### src/rtl/pong_pkg.sv
// Shared pong definitions: tx FSM states, packet constants, who_won encoding and the snapshot layout.
package pong_pkg;

    typedef enum logic {
        TX_IDLE = 1'b0,
        TX_SEND = 1'b1
    } tx_state_t;

    typedef enum logic [1:0] {
        WON_NONE = 2'd0,
        WON_P2   = 2'd1,
        WON_P1   = 2'd2
    } who_won_t;

    localparam logic [7:0] DEFAULT_HEADER = 8'hA5;
    localparam int         PKT_LEN_BASE   = 7;

    typedef struct packed {
        logic [10:0] x;
        logic [10:0] y;
        logic [3:0]  p1;
        logic [3:0]  p2;
        who_won_t    won;
    } snap_t;

endpackage

### src/rtl/game_state_tx_if.sv
// Byte stream from the packetiser to the UART transmitter; a byte moves when tx_valid && tx_ready.
interface game_state_tx_if;
    logic [7:0] tx_data;
    logic       tx_valid;
    logic       tx_ready;

    modport master (output tx_data, output tx_valid, input tx_ready);
    modport slave  (input tx_data, input tx_valid, output tx_ready);
endinterface

### src/rtl/game_tx_checksum.sv
// Running XOR of accepted packet bytes; cleared at packet start. Only built with GAME_TX_CHECKSUM_EN.
`ifdef GAME_TX_CHECKSUM_EN
module game_tx_checksum (
    input  logic       clk65MHz,
    input  logic       rst,
    input  logic       i_clear,
    input  logic       i_accept,
    input  logic [7:0] i_data,
    output logic [7:0] o_xor
);
    logic [7:0] r_acc;

    always_ff @(posedge clk65MHz) begin
        if (rst || i_clear) begin
            r_acc <= 8'h00;
        end else if (i_accept) begin
            r_acc <= r_acc ^ i_data;
        end
    end

    assign o_xor = r_acc;
endmodule
`endif

### src/rtl/game_state_tx.sv
// Snapshots game state every FRAME_DIV frame ticks and streams it as a byte packet (checksum byte with GAME_TX_CHECKSUM_EN).
// First byte valid one cycle after the trigger; bytes hold while tx_ready is low; frame ticks during a packet are dropped (overrun).
module game_state_tx
    import pong_pkg::*;
#(
    parameter logic [7:0]  HEADER_BYTE = DEFAULT_HEADER,
    parameter int unsigned FRAME_DIV   = 1
) (
    input  logic            clk65MHz,
    input  logic            rst,
    input  logic            end_of_frame,
    input  logic [10:0]     x_pos_of_ball,
    input  logic [10:0]     y_pos_of_ball,
    input  logic [3:0]      points_player_1,
    input  logic [3:0]      points_player_2,
    input  logic [1:0]      who_won,
    game_state_tx_if.master tx,
    output logic            busy,
    output logic            frame_sent,
    output logic            overrun
);
`ifdef GAME_TX_CHECKSUM_EN
    localparam int PKT_LEN = PKT_LEN_BASE + 1;
`else
    localparam int PKT_LEN = PKT_LEN_BASE;
`endif
    localparam logic [2:0] LAST_IDX = 3'(PKT_LEN - 1);
    localparam logic [3:0] DIV_LAST = 4'(FRAME_DIV - 1);

    tx_state_t  r_state;
    tx_state_t  w_state_nxt;
    logic [3:0] r_div;
    logic [2:0] r_idx;
    snap_t      r_snap;
    logic       r_frame_sent;
    logic       r_overrun;
    logic       w_trigger;
    logic       w_xfer;
    logic       w_last;
    logic [7:0] w_byte;

    assign w_trigger = (r_state == TX_IDLE) && end_of_frame && (r_div == DIV_LAST);
    assign w_xfer    = tx.tx_valid && tx.tx_ready;
    assign w_last    = w_xfer && (r_idx == LAST_IDX);

    always_ff @(posedge clk65MHz) begin
        if (rst) begin
            r_state <= TX_IDLE;
        end else begin
            r_state <= w_state_nxt;
        end
    end

    always_comb begin
        w_state_nxt = r_state;
        case (r_state)
            TX_IDLE: if (w_trigger) w_state_nxt = TX_SEND;
            TX_SEND: if (w_last)    w_state_nxt = TX_IDLE;
            default:                w_state_nxt = TX_IDLE;
        endcase
    end

    always_ff @(posedge clk65MHz) begin
        if (rst) begin
            r_div        <= 4'd0;
            r_idx        <= 3'd0;
            r_snap       <= '0;
            r_frame_sent <= 1'b0;
            r_overrun    <= 1'b0;
        end else begin
            r_frame_sent <= w_last;
            // Ticks arriving mid-packet are reported and never advance the divider.
            r_overrun    <= (r_state == TX_SEND) && end_of_frame;
            if ((r_state == TX_IDLE) && end_of_frame) begin
                r_div <= (r_div == DIV_LAST) ? 4'd0 : r_div + 4'd1;
            end
            if (w_trigger) begin
                r_snap <= '{x: x_pos_of_ball, y: y_pos_of_ball,
                            p1: points_player_1, p2: points_player_2,
                            won: who_won_t'(who_won)};
                r_idx  <= 3'd0;
            end else if (w_xfer) begin
                r_idx  <= w_last ? 3'd0 : r_idx + 3'd1;
            end
        end
    end

`ifdef GAME_TX_CHECKSUM_EN
    logic [7:0] w_csum;

    game_tx_checksum u_checksum (
        .clk65MHz (clk65MHz),
        .rst      (rst),
        .i_clear  (w_trigger),
        .i_accept (w_xfer && (r_idx != LAST_IDX)),
        .i_data   (w_byte),
        .o_xor    (w_csum)
    );
`endif

    always_comb begin
        w_byte = 8'h00;
        case (r_idx)
            3'd0:    w_byte = HEADER_BYTE;
            3'd1:    w_byte = {5'b0, r_snap.x[10:8]};
            3'd2:    w_byte = r_snap.x[7:0];
            3'd3:    w_byte = {5'b0, r_snap.y[10:8]};
            3'd4:    w_byte = r_snap.y[7:0];
            3'd5:    w_byte = {r_snap.p1, r_snap.p2};
            3'd6:    w_byte = {6'b0, r_snap.won};
`ifdef GAME_TX_CHECKSUM_EN
            3'd7:    w_byte = w_csum;
`endif
            default: w_byte = 8'h00;
        endcase
    end

    assign busy        = (r_state == TX_SEND);
    assign tx.tx_valid = busy;
    assign tx.tx_data  = busy ? w_byte : 8'h00;
    assign frame_sent  = r_frame_sent;
    assign overrun     = r_overrun;
endmodule

### src/flat_wrapper.sv
// flat-port wrapper written by rule: the top's interface ports become plain ports
module game_state_tx_flat import pong_pkg::*;
#(
    parameter logic [7:0]  HEADER_BYTE = DEFAULT_HEADER,
    parameter int unsigned FRAME_DIV   = 1
)
  (clk65MHz, rst, end_of_frame, x_pos_of_ball, y_pos_of_ball, points_player_1, points_player_2, who_won, busy, frame_sent, overrun, tx_tx_data, tx_tx_valid, tx_tx_ready);
  game_state_tx_if tx_i ();
  input  logic clk65MHz;
  input  logic rst;
  input  logic end_of_frame;
  input  logic [10:0] x_pos_of_ball;
  input  logic [10:0] y_pos_of_ball;
  input  logic [3:0] points_player_1;
  input  logic [3:0] points_player_2;
  input  logic [1:0] who_won;
  output logic busy;
  output logic frame_sent;
  output logic overrun;
  output wire logic [$bits(tx_i.tx_data)-1:0] tx_tx_data;
  output wire logic [$bits(tx_i.tx_valid)-1:0] tx_tx_valid;
  input wire logic [$bits(tx_i.tx_ready)-1:0] tx_tx_ready;
  assign tx_tx_data = tx_i.tx_data;
  assign tx_tx_valid = tx_i.tx_valid;
  assign tx_i.tx_ready = tx_tx_ready;
  game_state_tx #(.HEADER_BYTE(HEADER_BYTE), .FRAME_DIV(FRAME_DIV)) u_core (.clk65MHz(clk65MHz), .rst(rst), .end_of_frame(end_of_frame), .x_pos_of_ball(x_pos_of_ball), .y_pos_of_ball(y_pos_of_ball), .points_player_1(points_player_1), .points_player_2(points_player_2), .who_won(who_won), .tx(tx_i), .busy(busy), .frame_sent(frame_sent), .overrun(overrun));
endmodule
### config.mk
export PLATFORM = sky130hd
export DESIGN_NAME = game_state_tx_flat
export DESIGN_NICKNAME = d
export VERILOG_FILES = /design/src/rtl/pong_pkg.sv /design/src/rtl/game_state_tx_if.sv /design/src/rtl/game_tx_checksum.sv /design/src/rtl/game_state_tx.sv /design/src/flat_wrapper.sv
export SDC_FILE = /design/constraint.sdc
export NUM_CORES = 1
export LEC_CHECK = 0
export ABC_AREA = 1
export BUFFER_PORTS_ARGS = -buffer_cell sky130_fd_sc_hd__buf_2
export CORE_UTILIZATION = 47
export DETAILED_ROUTE_END_ITERATION = 12
export PLACE_DENSITY = 0.75
export SLEW_MARGIN = 25
export SYNTH_ARGS = -nofsm -noshare
export SYNTH_HDL_FRONTEND = slang
export SYNTH_HIERARCHICAL = 1
export SYNTH_SLANG_ARGS = --single-unit
### constraint.sdc
create_clock -name clk65MHz -period 1.5 [get_ports clk65MHz]
set_input_delay 0.3 -clock clk65MHz [delete_from_list [all_inputs] [get_ports clk65MHz]]
set_output_delay 0.3 -clock clk65MHz [all_outputs]
set_load 0.02 [all_outputs]
## After elaboration in Yosys (flattened, before gate mapping)

Cells that the tools add are included.

- Add/sub/neg operators: 2
- Equality and inequality tests: 6
- Multiplexer cells: 7
- Bitwise logic cells: 1
- Reductions and logical operators: 8

Operators with widths:

| cell | count |
|---|---|
| 8-bit one-hot mux with 7 select lines | 1 |
| 3-bit == test (second input constant) | 3 |
| 8-bit 2-to-1 mux | 1 |
| 3-bit by 2-bit == test with 1-bit output (second input constant) | 2 |
| 1-bit logical AND | 5 |
| 4-bit by 1-bit adder with 4-bit output (second input constant) | 1 |
| 4-bit zero test | 1 |
| 4-bit 2-to-1 mux | 1 |
| 3-bit by 1-bit adder with 3-bit output (second input constant) | 1 |
| 3-bit by 1-bit == test with 1-bit output (second input constant) | 1 |
| 3-bit zero test | 1 |
| 3-bit 2-to-1 mux | 1 |
| 1-bit 2-to-1 mux | 2 |
| 1-bit one-hot mux with 2 select lines | 1 |
| 2-bit OR reduction | 1 |
| 1-bit inverter | 1 |

- Register bits after elaboration: 42
- Input port bits: 36
- Output and inout port bits: 12
- Word-level logic and storage cells: 34

## Logic depth before layout (Yosys ltp)

Gate-level depths: netlist of run 1.

- Word-level depth: 5
- Depth in mapped cells: 8
- Depth with buffers taken out: 8

## Least setup slack after synthesis of run 1

No wires, ideal clock.

- Path type: register -> output
- Start: register u_core.r_idx[0]
- End: output tx_tx_data[5]
- Arrival time: 1.393 ns
- Data required time: 1.200 ns
- Setup slack: -0.193 ns
- Cell stages (with the launch flop): 7
- Cell sequence: dfxtp_1 -> inv_1 -> ha_1 -> inv_1 -> nor2_1 -> nand2_1 -> a31oi_1

- Cells in the longest elaborated chain, start to end: 3
- Elaborated cells on any way between the ends: 9

RTL lines:

| item | RTL line | source |
|---|---|---|
| from (decl) | game_state_tx.sv:33 | `logic [2:0] r_idx;` |
| from (signal assigned) | game_state_tx.sv:83 | `r_idx <= w_last ? 3'd0 : r_idx + 3'd1;` |
| 3-bit == test (tied with other cells) | game_state_tx.sv:103 | `case (r_idx)` |
| 8-bit one-hot mux with 7 select lines * | game_state_tx.sv:103 |  |
| 8-bit 2-to-1 mux * | game_state_tx.sv:120 | `assign tx.tx_data = busy ? w_byte : 8'h00;` |
| to (decl) | flat_wrapper.sv:20 | `output wire logic [$bits(tx_i.tx_data)-1:0] tx_tx_data;` |

Mark *: on every way between the ends. The rest lies on a longest branch, timed or not.

## Worst setup path in the final report of run 1

- Start: register u_core.r_idx[0]
- End: output tx_tx_data[0]

The elaborated chain is that of the path after synthesis.

==> flow_summary.ini, run 1 <==
[sta]
rsz0062_at_grt = true
max_freq_mhz = 552
fin_hold_ws_ns = 0.189
drv_slew = 0
tightestPinTransition_ns = 0.376
clock_skew_ns = 0.00685
slew_headroom_pct = 74.9
setup_violations = 8
hold_viol = 0
fin_crit_sh_pct = 121
min_period_ns = 1.81
setup_tns_ns = -2.31
worst_slack_ns = -0.313

[setup_path]
cp_cell_sequence = inv_6 -> ha_4 -> buf_6 -> nand3_2 -> nand2_2 -> nor2_2 -> a21oi_2 -> buf_4
startpoint = u_core/r_idx[0]
r2r_slack_ns = 0.02
r2r-start = u_core/r_idx[0]
worst_r2r_endpoint = u_core/r_idx[2]
crit_path_end_kind = output port
startpoint_type = flip-flop
endpoint = tx_tx_data[0]
rr_worst_depth = 9
cp_max_fo = 3
criticalPathCategory = reg -> out
slowest_stage = dfxtp_4
required_ns = 1.20
worstPathArrival_ns = 1.51
critPathMaxStageDelay_ns = 0.38

[pwr]
internal-power_uw = 1780
finalPower_uw = 2570
clkPwrFrac_pct = 28.7
p_per_area_nw_per_um2 = 972
p_leak_uw = 0.00123
switchingPower_uw = 794
swShare_pct = 30.9
irDropWorstVdd_mv = 0.445
pwr-share-seq_pct = 50.9
combPwrFrac_pct = 20.5

[final_layout]
antenna_cells = 0
post_route_cells_drive_above_1_share_pct = 37.4
area_delta_synth_final_pct = 36.1
fin_nets = 376
seq_area_um2 = 850
stdcell_count = 382
multiInputGateArea_um2 = 1130
layout_common_cells = nand2_1, nor2_1, buf_2, dfxtp_1, o21ai_0
nFillCells = 314
final_common_cell = nand2_1

[outcome]
outcome = finished with violations
failed_checks = negative setup slack

[yosys]
synth_edf_count = 0
avgSynthCellArea_um2 = 7.14
synth_ff_type = dfxtp_1
yosysSeqAreaShare_pct = 43.3
async_flop_share_pct = 0
syn_inst = 272
yosys_warnings = 6
mappedNetlistArea_um2 = 1940
synth_seq_cells = 42
synthDistinctLibCells = 24
synth_nets = 315

[die]
io_pins = 48
fp-row-count = 22
initial_core_util_pct = 51.1
fp.dieW_um = 66.3
core_um2 = 3800
die-area_um2 = 4390
die_y_um = 66.3

[grt]
antenna_found_initial = 0
grt_use_total_pct = 23.4
grt_pass1_wl_mm = 7.56
grt_max_degree = 19
grt_remaining_overflow = 0
grt_pass1_vias = 1754

[clocking]
clkLatencyLatePin_ns = 0.30
cts_buffers = 5
cts.path.max_buffers = 2
cts.sinks = 42
path_clk_slew_ns = 0.08
cts-htree-levels = 2
cts_tree = done
root_buffer = clkbuf_8

[place]
port_buffers = 47
dp.cells = 371
dp_hpwl_mm = 3.31
post-place-ws_ns = -0.128
gp_congestion = 0.933

[drt]
drtIter0Drc = 73
via_per_inst = 5.00
antenna_left = 0
wl_mm = 4.96
drc = 0
num_vias = 1909
wire_per_inst_um = 13.0
dr.pass1.iters = 4

[worst_hold_path]
min_from = y_pos_of_ball[2]
worstHoldPathType = in -> reg

[run]
cap_violations = 0
cell families (layout without fill, tap and decap cells):
family,Yosys count,after routing,synth area share [%]
and+or+nand+nor,164,164,36.5
adders and majority gates,7,7,4.51
DFF,42,42,43.3
buffers and inverters,28,90,7.41
AOI/OAI and AO/OA,30,30,7.86
xor gates and xnor gates,1,1,0.451
cell usage after synthesis (all sizes together), types with 2 or more instances:
| master | count | share of area, % |
|---|---|---|
| a31oi | 2 | 0.64 |
| inv | 19 | 3.8 |
| ha | 7 | 4.5 |
| nor2 | 57 | 13 |
| nand3 | 18 | 5.3 |
| nand2 | 88 | 18 |
| o21ai | 23 | 5.9 |
| buf | 6 | 3.0 |
| clkbuf | 2 | 0.45 |
| dfxtp | 42 | 43 |
| a21oi | 5 | 1.3 |
state kept, by name, indices dropped and copies added, names as in the netlist:
name               cells
u_core/r_snap         32
u_core/overrun         1
u_core/busy            1
u_core/r_idx           3
u_core/frame_sent      1
u_core/r_div           4
layer usage:
metal	share of wire, %	track usage (%)	up-vias
li1	-	-	975
met1	42	26.9	858
met2	50	38.8	63
met3	4.6	5.17	13
met4	2.7	15.4	0
met5	0	0	-
area by class of cell:
| cell class | instances | share of cell area (%) |
|---|---|---|
| Tap cell | 48 | 2.27 |
| Clock inverter | 3 | 0.805 |
| Clock buffer | 5 | 2.60 |
| Multi-Input combinational cell | 202 | 42.9 |
| Sequential cell | 42 | 32.1 |
| Timing Repair Buffer | 62 | 15.9 |
| Inverter | 20 | 3.36 |
worst min-delay path by stage:
stage	depth (start not counted)	slack [ns]	to
6_report	3	0.19	u_core/r_snap[12]
5_1_grt	3	0.20	u_core/r_snap[7]
4_1_cts	3	0.18	u_core/r_snap[12]
3_5_place_dp	2	0.44	u_core/r_snap[7]
3_3_place_gp	2	0.43	u_core/r_snap[8]
2_1_floorplan	1	0.37	u_core/busy
power by group through the flow:
stage | sequential (uW) | combinational [uW] | clock (uW)
final | 1310 | 526 | 736
after global routing | 1320 | 584 | 798
after CTS | 1300 | 504 | 748
after detailed placement | 1320 | 481 | 0
after global placement | 1320 | 468 | 0
after floorplan | 1300 | 344 | 0
stage by stage:
stage,util (%),cell area [um2]
after floorplan,-,1990
after global placement,61.0,2320
after detailed placement,61.0,2320
after CTS,66.4,2520
after global routing,69.6,2640
final,69.6,2640
repair_timing:
action / CTS / global route
gates resized for setup: 41 / 30
hold buffers: 0 / 0
endpoints found under the setup margin: 8 / 14
pin swaps: 9 / 16
buffers inserted: 0 / 3
worst max-delay path: cells and delay by family (launching register included):
family / cells / cell delay (ns)
AO/OA/AOI/OAI: 1 / 0.13
adder cells (fa/ha/maj): 1 / 0.16
buffers and inverters: 3 / 0.33
AND/OR/NAND/NOR: 3 / 0.21
flip-flops: 1 / 0.38
Note: power is estimated with default switching activity, not from simulation.
==> run 2, diff against run 1 <==
MAX_ROUTING_LAYER = met4   (was not set)
SKIP_LAST_GASP = 1   (was not set)
==> run 2 against run 1 <==
  * The run still ends with negative setup slack left
  * Sequential cell count unchanged
  * Clock power increased by 19%
  * Die area unchanged
  * Worst setup slack got worse by 0.017 ns
  * Critical path depth decreased by 1
  * Sequential power about the same
  * Largest cell class unchanged
==> flow_summary.ini, run 2 (synthesis results as in run 1) <==
[outcome]
outcome = finished with violations
failed_checks = negative setup slack

[final_layout]
final_common_cell = nand2_1
area_delta_synth_final_pct = 33.5
largest_registers = u_core/r_snap (32), u_core/r_div (4), u_core/r_idx (3)
stdcell_count = 380
final_area_um2 = 2590
layout_common_cells = nand2_1, nor2_1, buf_2, dfxtp_1, o21ai_0
largest_reg_flops = 32
post_route_cells_drive_above_1_share_pct = 32.8
antenna_cells = 0
regMostFlops = u_core/r_snap
utilization_pct = 68.2
fin_nets = 374

[pwr]
finalPower_uw = 2700
irDropWorstVdd_mv = 0.708
p_per_area_nw_per_um2 = 1040
p_leak_uw = 0.00121

[worst_hold_path]
min_from = points_player_1[1]
worstHoldPathType = in -> reg

[place]
port_buffers = 47
dp.cells = 370
gp_congestion = 0.956
placed_cell_area_um2 = 2310
dp_hpwl_mm = 3.39

[sta]
drv_slew = 0
min_period_ns = 1.83
setup_tns_ns = -2.36
worst_slack_ns = -0.330
fin_crit_sh_pct = 122
clock_skew_ns = 0.00785
hold_viol = 0
max_freq_mhz = 546
setup_violations = 8
tightestPinTransition_ns = 0.365
rsz0062_at_grt = true
slew_headroom_pct = 75.6

[setup_path]
path_delay_family = flip-flops
cp_max_fo = 3
r2r_slack_ns = 0.14
startpoint_type = flip-flop
required_ns = 1.20
criticalPathCategory = reg -> out
critPathMaxStageDelay_ns = 0.38
startpoint = u_core/r_idx[0]
crit_path_end_kind = output port
cp_common_cell = nand2_1
slowest_stage = dfxtp_4
path_buf_inv = 1
worstPathArrival_ns = 1.53
cp_cell_sequence = ha_2 -> ha_4 -> nand2_1 -> nand2_1 -> nor2_1 -> a21oi_2 -> buf_4
r2r-start = u_core/r_div[0]

[clocking]
path_clk_slew_ns = 0.08
cts_tree = done
clkLatencyLatePin_ns = 0.30
cts-htree-levels = 2
cts.path.max_buffers = 2
cts_buffers = 5
root_buffer = clkbuf_8
cts.sinks = 42

[die]
io_pins = 48
core_um2 = 3800
die-area_um2 = 4390
fp.dieW_um = 66.3
die_y_um = 66.3
fp-row-count = 22
initial_core_util_pct = 51.1

[drt]
wire_per_inst_um = 12.4
drtIter0Drc = 88
drc = 0
antenna_left = 0
via_per_inst = 5.02
num_vias = 1906
dr.pass1.iters = 4
wl_mm = 4.70

[grt]
grt_use_total_pct = 24.1
antenna_found_initial = 0
grt_pass1_vias = 1635
grt_pass1_wl_mm = 7.54
grt_remaining_overflow = 0
grt_max_degree = 19

[run]
cap_violations = 0
==> run 2: cell types whose count changed in the layout (fill, tap and decap cells not counted), moves of 2 or more <==
cell / change
nand2_1: +4
buf_4: +2
buf_6: -4
o21ai_1: +2
nand2_2: -3
nand3_1: +4
inv_2: -3
nand3_2: -4
inv_1: +3
==> run 2: tightest hold or removal path, stage by stage <==
cell and delay [ns]:
buf_2 0.07, nand2_1 0.04, nand2_1 0.05
==> run 2: path summary, 6_finish.rpt <==
| kind | end | depth (start not counted) |
|---|---|---|
| worst max-delay path | tx_tx_data[1] | 7 |
| worst min-delay path | u_core/r_snap[7] | 3 |
| worst max register to register | u_core/r_div[3] | 8 |
| worst min register to register | u_core/r_snap[8] | 2 |
==> run 2: what timing repair did <==
item / in CTS / in global routing
resized for setup: 41 / 13
setup buffers: 0 / 2
gates cloned: 0 / 0
endpoints found under the setup margin: 8 / 25
endpoints found under the hold margin: 0 / 0
pin swaps: 7 / 15
hold buffers: 0 / 0
==> run 2: layer usage <==
layer / GRT usage (%) / wire [um] / share of wire, % / up-vias
met3: 7.24 / 233 / 5.0 / 8
met5: - / 0 / 0 / -
li1: - / - / - / 971
met1: 28.5 / 2070 / 44 / 872
met2: 38.8 / 2320 / 49 / 55
met4: 8.51 / 66 / 1.4 / 0
==> run 2: power by group <==
part           total [uW]  leakage, uW  switching (uW)  internal [uW]
Combinational         523     0.000810             302            220
Sequential           1300     0.000347            79.1           1220
Clock                 875    0.0000514             379            496
==> run 2: per-stage QoR <==
step / setup WS, ns / hold slack, ns
after floorplan: 0.00599 / 0.369
after global placement: -0.0753 / 0.432
after detailed placement: -0.125 / 0.437
after CTS: -0.320 / 0.190
after global routing: -0.384 / 0.191
final: -0.330 / 0.193
==> run 2: area by class of cell <==
cell class                      instances  area [um2]
Fill cell                             325        1210
Tap cell                               48        60.1
Timing Repair Buffer                   60         392
Clock inverter                          2        37.5
Sequential cell                        42         850
Inverter                               20        88.8
Multi-Input combinational cell        202        1090
Clock buffer                            6        72.6
